**config.mk**
```make
export PLATFORM = sky130hd
export DESIGN_NAME = fe_pc_gen
export DESIGN_NICKNAME = d
export VERILOG_FILES = /design/src/rtl/fe_pc_gen_pkg.sv /design/src/rtl/fe_ins_fifo.sv /design/src/rtl/fe_pc_gen.sv
export SDC_FILE = /design/constraint.sdc
export NUM_CORES = 1
export LEC_CHECK = 0
export CORE_ASPECT_RATIO = 0.9
export CORE_MARGIN = 3
export CORE_UTILIZATION = 25
export DETAILED_ROUTE_END_ITERATION = 10
export HOLD_SLACK_MARGIN = 0.1
export PLACE_DENSITY_LB_ADDON = 0.08
export SLEW_MARGIN = 40
export SYNTH_ARGS = -nofsm -noshare
export SYNTH_HDL_FRONTEND = slang
export SYNTH_HIERARCHICAL = 1
export SYNTH_SLANG_ARGS = --single-unit
```
**constraint.sdc**
```tcl
create_clock -name clk -period 4.2 [get_ports clk]
set_input_delay 0.42 -clock clk [delete_from_list [all_inputs] [get_ports clk]]
set_output_delay 0.42 -clock clk [all_outputs]
set_load 0.05 [all_outputs]
```
**src/rtl/fe_pc_gen_pkg.sv**
```systemverilog
// ============================================================================
// Module  : fe_pc_gen_pkg
// Purpose : shared types for the fetch PC generator and its instruction FIFO
// Revision: 1.0
// ============================================================================
`default_nettype none

package fe_pc_gen_pkg;

  localparam int CPU_XLEN = 32;

  typedef logic [CPU_XLEN-1:0] cpu_t;

  localparam cpu_t RESET_PC_DEF = 32'h0000_0000;

  typedef enum logic [1:0] {
    IDLE = 2'd0,
    REQ  = 2'd1,
    WAIT = 2'd2,
    DROP = 2'd3
  } fe_state_e;

  typedef struct packed {
    cpu_t pc;
    cpu_t ins;
  } fe_entry_t;

endpackage

`default_nettype wire

```
**src/rtl/fe_ins_fifo.sv**
```systemverilog
// ============================================================================
// Module  : fe_ins_fifo
// Purpose : circular instruction buffer with synchronous flush
// Revision: 1.0
// ============================================================================
`default_nettype none

module fe_ins_fifo
  import fe_pc_gen_pkg::*;
#(
  parameter int  DEPTH   = 2,
  parameter type entry_t = fe_entry_t,
  localparam int AW      = (DEPTH > 1) ? $clog2(DEPTH) : 1,
  localparam int CW      = $clog2(DEPTH + 1)
) (
  input  logic          clk,
  input  logic          rst,
  input  logic          flush,
  input  logic          push,
  input  entry_t        push_data,
  input  logic          pop,
  output entry_t        head,
  output logic          valid,
  output logic [CW-1:0] count
);

  entry_t          mem [DEPTH];
  logic [AW-1:0]   wr_ptr;
  logic [AW-1:0]   rd_ptr;
  logic [CW-1:0]   cnt;
  logic            full;
  logic            do_push;
  logic            do_pop;

  assign full    = (cnt == CW'(DEPTH));
  assign valid   = (cnt != '0);
  assign do_push = push && !full && !flush;
  assign do_pop  = pop && valid;
  assign head    = mem[rd_ptr];
  assign count   = cnt;

  // Storage carries no reset; only the pointers and count define occupancy.
  always_ff @(posedge clk) begin
    if (do_push) begin
      mem[wr_ptr] <= push_data;
    end
  end

  always_ff @(posedge clk) begin
    if (rst || flush) begin
      wr_ptr <= '0;
      rd_ptr <= '0;
      cnt    <= '0;
    end else begin
      if (do_push) begin
        wr_ptr <= wr_ptr + 1'b1;
      end
      if (do_pop) begin
        rd_ptr <= rd_ptr + 1'b1;
      end
      case ({do_push, do_pop})
        2'b10:   cnt <= cnt + 1'b1;
        2'b01:   cnt <= cnt - 1'b1;
        default: cnt <= cnt;
      endcase
    end
  end

endmodule

`default_nettype wire

```
**src/rtl/fe_pc_gen.sv**
```systemverilog
// ============================================================================
// Module  : fe_pc_gen
// Purpose : fetch PC generator, imem request FSM and redirect handling
// Revision: 1.0
// ============================================================================
`default_nettype none

module fe_pc_gen
  import fe_pc_gen_pkg::*;
#(
  parameter int             XLEN      = CPU_XLEN,
  parameter logic [XLEN-1:0] RESET_PC = XLEN'(RESET_PC_DEF),
  parameter int             BUF_DEPTH = 2
) (
  input  logic            clk,
  input  logic            rst,
  input  logic            ex_bj_en,
  input  logic [XLEN-1:0] bj_pc,
  output logic            imem_req,
  output logic [XLEN-1:0] imem_addr,
  input  logic            imem_gnt,
  input  logic            imem_rvalid,
  input  logic [XLEN-1:0] imem_rdata,
  output logic            fe_valid,
  input  logic            fe_ready,
  output logic [XLEN-1:0] fe_pc,
  output logic [XLEN-1:0] fe_pc_add4,
  output logic [XLEN-1:0] fe_ins
);

  localparam int CW = $clog2(BUF_DEPTH + 1);

  typedef struct packed {
    logic [XLEN-1:0] pc;
    logic [XLEN-1:0] ins;
  } entry_t;

  fe_state_e       state;
  fe_state_e       state_nxt;
  logic [XLEN-1:0] pc;
  logic [XLEN-1:0] pc_nxt;
  logic [XLEN-1:0] req_pc;
  logic [XLEN-1:0] target_pc;

  logic            push;
  logic            pop;
  logic            flush;
  logic            buf_valid;
  logic [CW-1:0]   buf_count;
  entry_t          push_data;
  entry_t          head;

  logic            outstanding;
  logic [CW:0]     occupancy;
  logic [CW:0]     occ_after_push;

  logic            unused_bj_low;
  assign unused_bj_low = &{1'b1, bj_pc[1:0]};

  assign target_pc   = {bj_pc[XLEN-1:2], 2'b00};
  assign outstanding = (state == WAIT) || (state == DROP);
  assign occupancy   = {1'b0, buf_count} + (CW+1)'(outstanding);
  // A same-cycle pop frees a slot before the new word lands.
  assign occ_after_push = {1'b0, buf_count} + (CW+1)'(1) - (CW+1)'(pop);

  assign pop       = fe_ready && buf_valid;
  assign push_data = '{pc: req_pc, ins: imem_rdata};

  assign imem_req  = (state == REQ);
  assign imem_addr = {pc[XLEN-1:2], 2'b00};

  always_ff @(posedge clk) begin
    if (rst) begin
      state  <= IDLE;
      pc     <= RESET_PC;
      req_pc <= '0;
    end else begin
      state <= state_nxt;
      pc    <= pc_nxt;
      if ((state == REQ) && imem_gnt) begin
        req_pc <= pc;
      end
    end
  end

  always_comb begin
    state_nxt = state;
    pc_nxt    = pc;
    push      = 1'b0;
    flush     = 1'b0;

    case (state)
      IDLE: begin
        if (occupancy < (CW+1)'(BUF_DEPTH)) begin
          state_nxt = REQ;
        end
      end
      REQ: begin
        if (imem_gnt) begin
          pc_nxt    = pc + XLEN'(4);
          state_nxt = WAIT;
        end
      end
      WAIT: begin
        if (imem_rvalid) begin
          push      = 1'b1;
          state_nxt = (occ_after_push < (CW+1)'(BUF_DEPTH)) ? REQ : IDLE;
        end
      end
      DROP: begin
        if (imem_rvalid) begin
          state_nxt = REQ;
        end
      end
      default: state_nxt = IDLE;
    endcase

    // Redirect overrides the normal progression; a granted or still-pending
    // response belongs to the old stream and must be drained in DROP.
    if (ex_bj_en) begin
      flush  = 1'b1;
      push   = 1'b0;
      pc_nxt = target_pc;
      case (state)
        IDLE:    state_nxt = REQ;
        REQ:     state_nxt = imem_gnt    ? DROP : REQ;
        WAIT:    state_nxt = imem_rvalid ? REQ  : DROP;
        DROP:    state_nxt = imem_rvalid ? REQ  : DROP;
        default: state_nxt = REQ;
      endcase
    end
  end

  fe_ins_fifo #(
    .DEPTH   (BUF_DEPTH),
    .entry_t (entry_t)
  ) u_fifo (
    .clk       (clk),
    .rst       (rst),
    .flush     (flush),
    .push      (push),
    .push_data (push_data),
    .pop       (pop),
    .head      (head),
    .valid     (buf_valid),
    .count     (buf_count)
  );

  assign fe_valid   = buf_valid;
  assign fe_pc      = head.pc;
  assign fe_ins     = head.ins;
  assign fe_pc_add4 = head.pc + XLEN'(4);

endmodule

`default_nettype wire

```
* Word level (Yosys, flattened, before mapping)
Memory sizes are Yosys's and may differ from the RTL's. A register that Yosys moved wholly into a read port is not among the register bits. Index checks and enable logic that the tools add are counted.
Operators by class: $add $sub $neg 9, $mul 0, div/mod/pow operators 0, $lt $le $gt $ge 2, equality and inequality tests 10, shift-type cells 0, multiplexer cells 22, bitwise operators 0, reduce and logical (&&, ||, !) cells 19
Operators by type and width (number):
- $mux 32 | 3
- $add 32x3->32 const B | 2
- $mux 2 | 7
- $mux 1 | 9
- $ne 3x3->1 const B | 3
- $eq 2x2->1 const B | 4
- $pmux 2 s4 | 1
- $reduce_bool 2->1 | 4
- $lt 3x2->1 const B | 2
- $pmux 2 s3 | 1
- $logic_and 1x1->1 | 5
- $eq 2x1->1 const B | 2
- $pmux 2 s2 | 1
- $reduce_and 2->1 | 2
- $reduce_and 4->1 | 1
- $reduce_or 2->1 | 2
- $add 2x1->3 | 1
- $add 2x1->3 const B | 1
- $ne 3x2->1 const B | 1
- $sub 3x1->3 | 1
- $add 1x1->1 const B | 2
- $add 2x1->2 const B | 1
- $logic_not 1->1 | 2
- $logic_not 2->1 | 1
- other kinds (2) | 3
Storage, ports and cells: bits in registers 70, latch bits 0, bits in writable memories 128, ROM bits 0, bits of input ports 70, output and inout port bits 130, word-level logic and storage cells 70, memories 1
Memories:
- u_fifo.mem | words 2, bits a word 64, read ports 1, clocked after memory_dff 1, write ports 1, line fe_ins_fifo.sv:27 | entry_t mem [DEPTH];

* Logic depth before layout (Yosys ltp)
word-level depth 8, depth in mapped cells 9, mapped depth without buffers 7

* Cells and area by module
Netlist, hierarchy kept.
By module, submodules not included:
- fe_ins_fifo | instances 1, cells each 225, area an instance 4828.4 um2, seq. area each 3943.8 um2
- fe_pc_gen | instances 1, cells each 427, area an instance 3335.7 um2, seq. area each 1241.2 um2

* Worst setup path after synthesis
No wires, ideal clock.
kind in2reg, start point in ex_bj_en, end point mem u_fifo/mem[0][0] (netlist name), enable pin, setup time 0.487 ns, arrival time 3.870 ns, data required time 3.713 ns, slack -0.157 ns, cell stages on the path 4, path buffers 1, cells stage by stage clkbuf_1 nor4bb_1 nand3b_1 nor2_1
Between the ends: longest elaborated chain between the ends 5, elaborated cells between the ends (all ways) 7, classes of those cells mux (4); reduce/logical (3)
RTL lines:
- start: declaration | line fe_pc_gen.sv:17 | input logic ex_bj_en,
- $mux 1 | line fe_pc_gen.sv:120 | if (ex_bj_en) begin
- named net push | line fe_pc_gen.sv:45 | logic push;
- $logic_and 1x1->1 (2 in a row) | line fe_ins_fifo.sv:37 | assign do_push = push && !full && !flush;
- $mux 1 | line fe_ins_fifo.sv:44 | if (do_push) begin
- $mux 1 (implied by the code) | line fe_ins_fifo.sv:45 | mem[wr_ptr] <= push_data;
- end: declaration | line fe_ins_fifo.sv:27
The timed path passes the listed nets, and every way through them passes these cells.

==> flow_summary.json <==
{
  "status": "completed",
  "skew_ns": 0.0159,
  "grt_use_total_pct": 12.6,
  "synth_top_family_by_area": "simple AND/OR/NAND/NOR gates",
  "multi_input_area_um2": 2820,
  "synth_edf_count": 128,
  "htreeDepth": 4,
  "cts_tree": "done",
  "final_common_cell": "clkdlybuf4s50_1",
  "postCtsSetupRepairBufs": 0,
  "synthDistinctLibCells": 45,
  "hold_buffers": 0,
  "layout_common_cells": "180 x clkdlybuf4s50_1, 128 x edfxtp_1, 89 x nand2_1",
  "area_growth_pct": 37.2,
  "relSlewSlack_pct": 59.4,
  "fillCellCount": 3156,
  "layout-drive-gt1-share_pct": 15.2,
  "worst_pin_slew_ns": 0.607,
  "io_pins": 200,
  "seqCellArea_um2": 5190,
  "fp.dieW_um": 196,
  "path_clk_slew_ns": 0.08,
  "cts_sinks": 195,
  "postSynth.asyncResetShare_pct": 0,
  "crit_slowest_cell": "dfxtp_4",
  "p_per_area_nw_per_um2": 355,
  "hpwl_um": 15300,
  "pre_cts_ws_ns": 0.928,
  "fp-row-count": 62,
  "setup.worst_path.start_class": "flip-flop",
  "finalSetupViolations": 0,
  "rsz0062_at_grt": "no",
  "hold_viol_final": 0,
  "layout.nets": 917,
  "cts-resized-gates": 0,
  "grt.overflow.total": 0,
  "p_leak_nw": 3.84,
  "fin_util_pct": 35.0,
  "ys_warn_count": 6,
  "routed_via_density": 4.40,
  "avgSynthCellArea_um2": 12.5,
  "critical_path.top_delay_family": "simple AND/OR/NAND/NOR gates",
  "min_period_over_period_pct": 85.1,
  "drc_errors": 0,
  "endpoint_kind": "output pin",
  "r2r_slack_ns": 1.97,
  "antenna_found_initial": 1,
  "dr.pass1.iters": 5,
  "drt_iter0_markers": 256,
  "routed_wl_um": 22200,
  "grt_first_pass_wirelength_um": 33600,
  "die_area_um2": 34900,
  "ir_drop_mv": 0.261,
  "diodes": 0,
  "initial_core_util_pct": 25.5,
  "critPathKind": "flip-flop to output pin",
  "crit_path_max_incr_delay_ns": 0.51,
  "power.total_w": 0.00398,
  "yosys.area_share.xor_xnor_pct": 5.90,
  "synth_cells": 652,
  "synth_compound_area_share_pct": 5.53,
  "synth_adder_area_share_pct": 0.460,
  "fin_hold_ws_ns": 0.459,
  "core_area_um2": 32000,
  "hp-class": "input pin to flip-flop",
  "synth_simple_gate_area_share_pct": 13.2,
  "post-route-worst-setup-slack_ns": 0.627,
  "insertion_delay_ns": 0.43,
  "min_period_ns": 3.57,
  "dieHeight_um": 177,
  "synth_flop_cell": "edfxtp_1",
  "numCtsBuffers": 17,
  "wl_per_cell_um": 17.4,
  "io_buffers": 195,
  "root_buffer": "clkbuf_16",
  "ys_seq_area_share_pct": 63.5,
  "crit_buf_inv": 2,
  "fmax_ghz": 0.280,
  "ys_ff_latch": 195,
  "drv_cap": 0,
  "first_global_vias": 5660,
  "cts.path.max_buffers": 2,
  "syn_area_um2": 8160,
  "synth_mux_area_share_pct": 9.07,
  "finalWeightedCongestion": 0.760,
  "drtAntennaViolNets": 0,
  "grt_max_degree": 65,
  "critPathRequiredTime_ns": 3.78,
  "vias": 5603,
  "crit_fanout": 20,
  "crit_top_cell": "and4_1",
  "slew_violations": 0,
  "cp.arrival_ns": 3.15,
  "crit_path_cell_trace": "buf_4, mux2_2, and4_1, and4_1, nand4_1, nor3_1, xor2_1, buf_12"
}
## state kept, by name (all words and copies together) (netlist names), named ones only
| register | count |
|---|---|
| u_fifo/mem | 128 |
| pc | 30 |
| req_pc | 30 |
| state | 2 |
| u_fifo/count | 2 |
| u_fifo/rd_ptr | 1 |
| u_fifo/wr_ptr | 1 |
## metrics by stage
stage	setup TNS (ns)	cell area, um^2	cells
final	0	11200	1273
after global placement	0	10600	1241
after floorplan	-20.10	8180	657
after CTS	0	11200	1273
after global routing	0	11200	1273
after detailed placement	0	10600	1241
## metal layers
metal	vias up	wire, um	global-route usage [%]
met5	-	13	0
met4	2	350	3.47
met3	23	1390	3.82
met2	156	9870	19.5
met1	2688	10500	17.1
li1	2734	-	-
## worst register-to-register path, cell delays in order, from the launching register on
cell and delay, ns:
dfxtp_1 0.44, nand3b_4 0.40, nor4_4 0.72, nand4_1 0.20, xor2_1 0.19, a211oi_1 0.21
## worst paths after layout
check                                             start                          end  cells after the start
worst max-delay path                          flip-flop               fe_pc_add4[31]                      8
worst min-delay path                                rst           pc[3]$_SDFFE_PP0P_                      2
worst max register to register    state[0]$_SDFFE_PP0P_          pc[26]$_SDFFE_PP0P_                      5
worst min register to register  req_pc[22]$_SDFFE_PP0P_  u_fifo/mem[0][54]$_DFFE_PP_                      0
## power breakdown
group          switching [W]  internal (W)
Combinational       0.000171      0.000124
Clock               0.000787      0.000789
Sequential         0.0000442       0.00206
Total                0.00100       0.00298
## cells by family (layout without fill, tap and decap cells)
family / after synthesis / count (layout)
XOR/XNOR: 55 / 55
AND/OR/NAND/NOR: 211 / 211
AO/OA/AOI/OAI: 77 / 77
buffers and inverters: 44 / 244
adder cells (fa/ha/maj): 3 / 3
other: 1 / 6
multiplexers: 66 / 66
flip-flops: 195 / 195
## layout make-up
type                       instances  share of cell area, %
timing repair buffer             202                   18.4
sequential                       195                   46.3
clock inverter                    15                   1.28
inverter                          10                  0.335
multi-input combinational        418                   25.2
tap                              416                   4.65
clock buffer                      17                   3.80
## synth_stat cells, types with 2 or more instances
cell type / count / area [um^2]
and3_1: 10 / 62.6
nand2_1: 89 / 334
edfxtp_1: 128 / 3840
mux2_2: 64 / 721
a311oi_1: 3 / 26.3
inv_1: 9 / 33.8
a31oi_1: 2 / 12.5
xnor2_1: 32 / 280
o21ai_0: 8 / 40.0
nand4_1: 17 / 106
a211oi_1: 16 / 120
nor2_1: 36 / 135
a21oi_1: 43 / 215
ha_1: 3 / 37.5
nor3_1: 5 / 25.0
nand3_1: 22 / 110
and4_1: 6 / 52.6
or2_2: 2 / 12.5
nor4_4: 2 / 42.5
buf_4: 4 / 30.0
nand2b_1: 2 / 12.5
buf_2: 7 / 35.0
dfxtp_1: 67 / 1340
buf_1: 5 / 18.8
mux2i_1: 2 / 20.0
xor2_1: 23 / 201
o21bai_1: 3 / 22.5
or3_1: 6 / 37.5
clkbuf_1: 18 / 67.6
and2_1: 3 / 18.8
No activity file was read; power rests on OpenSTA's default activity.
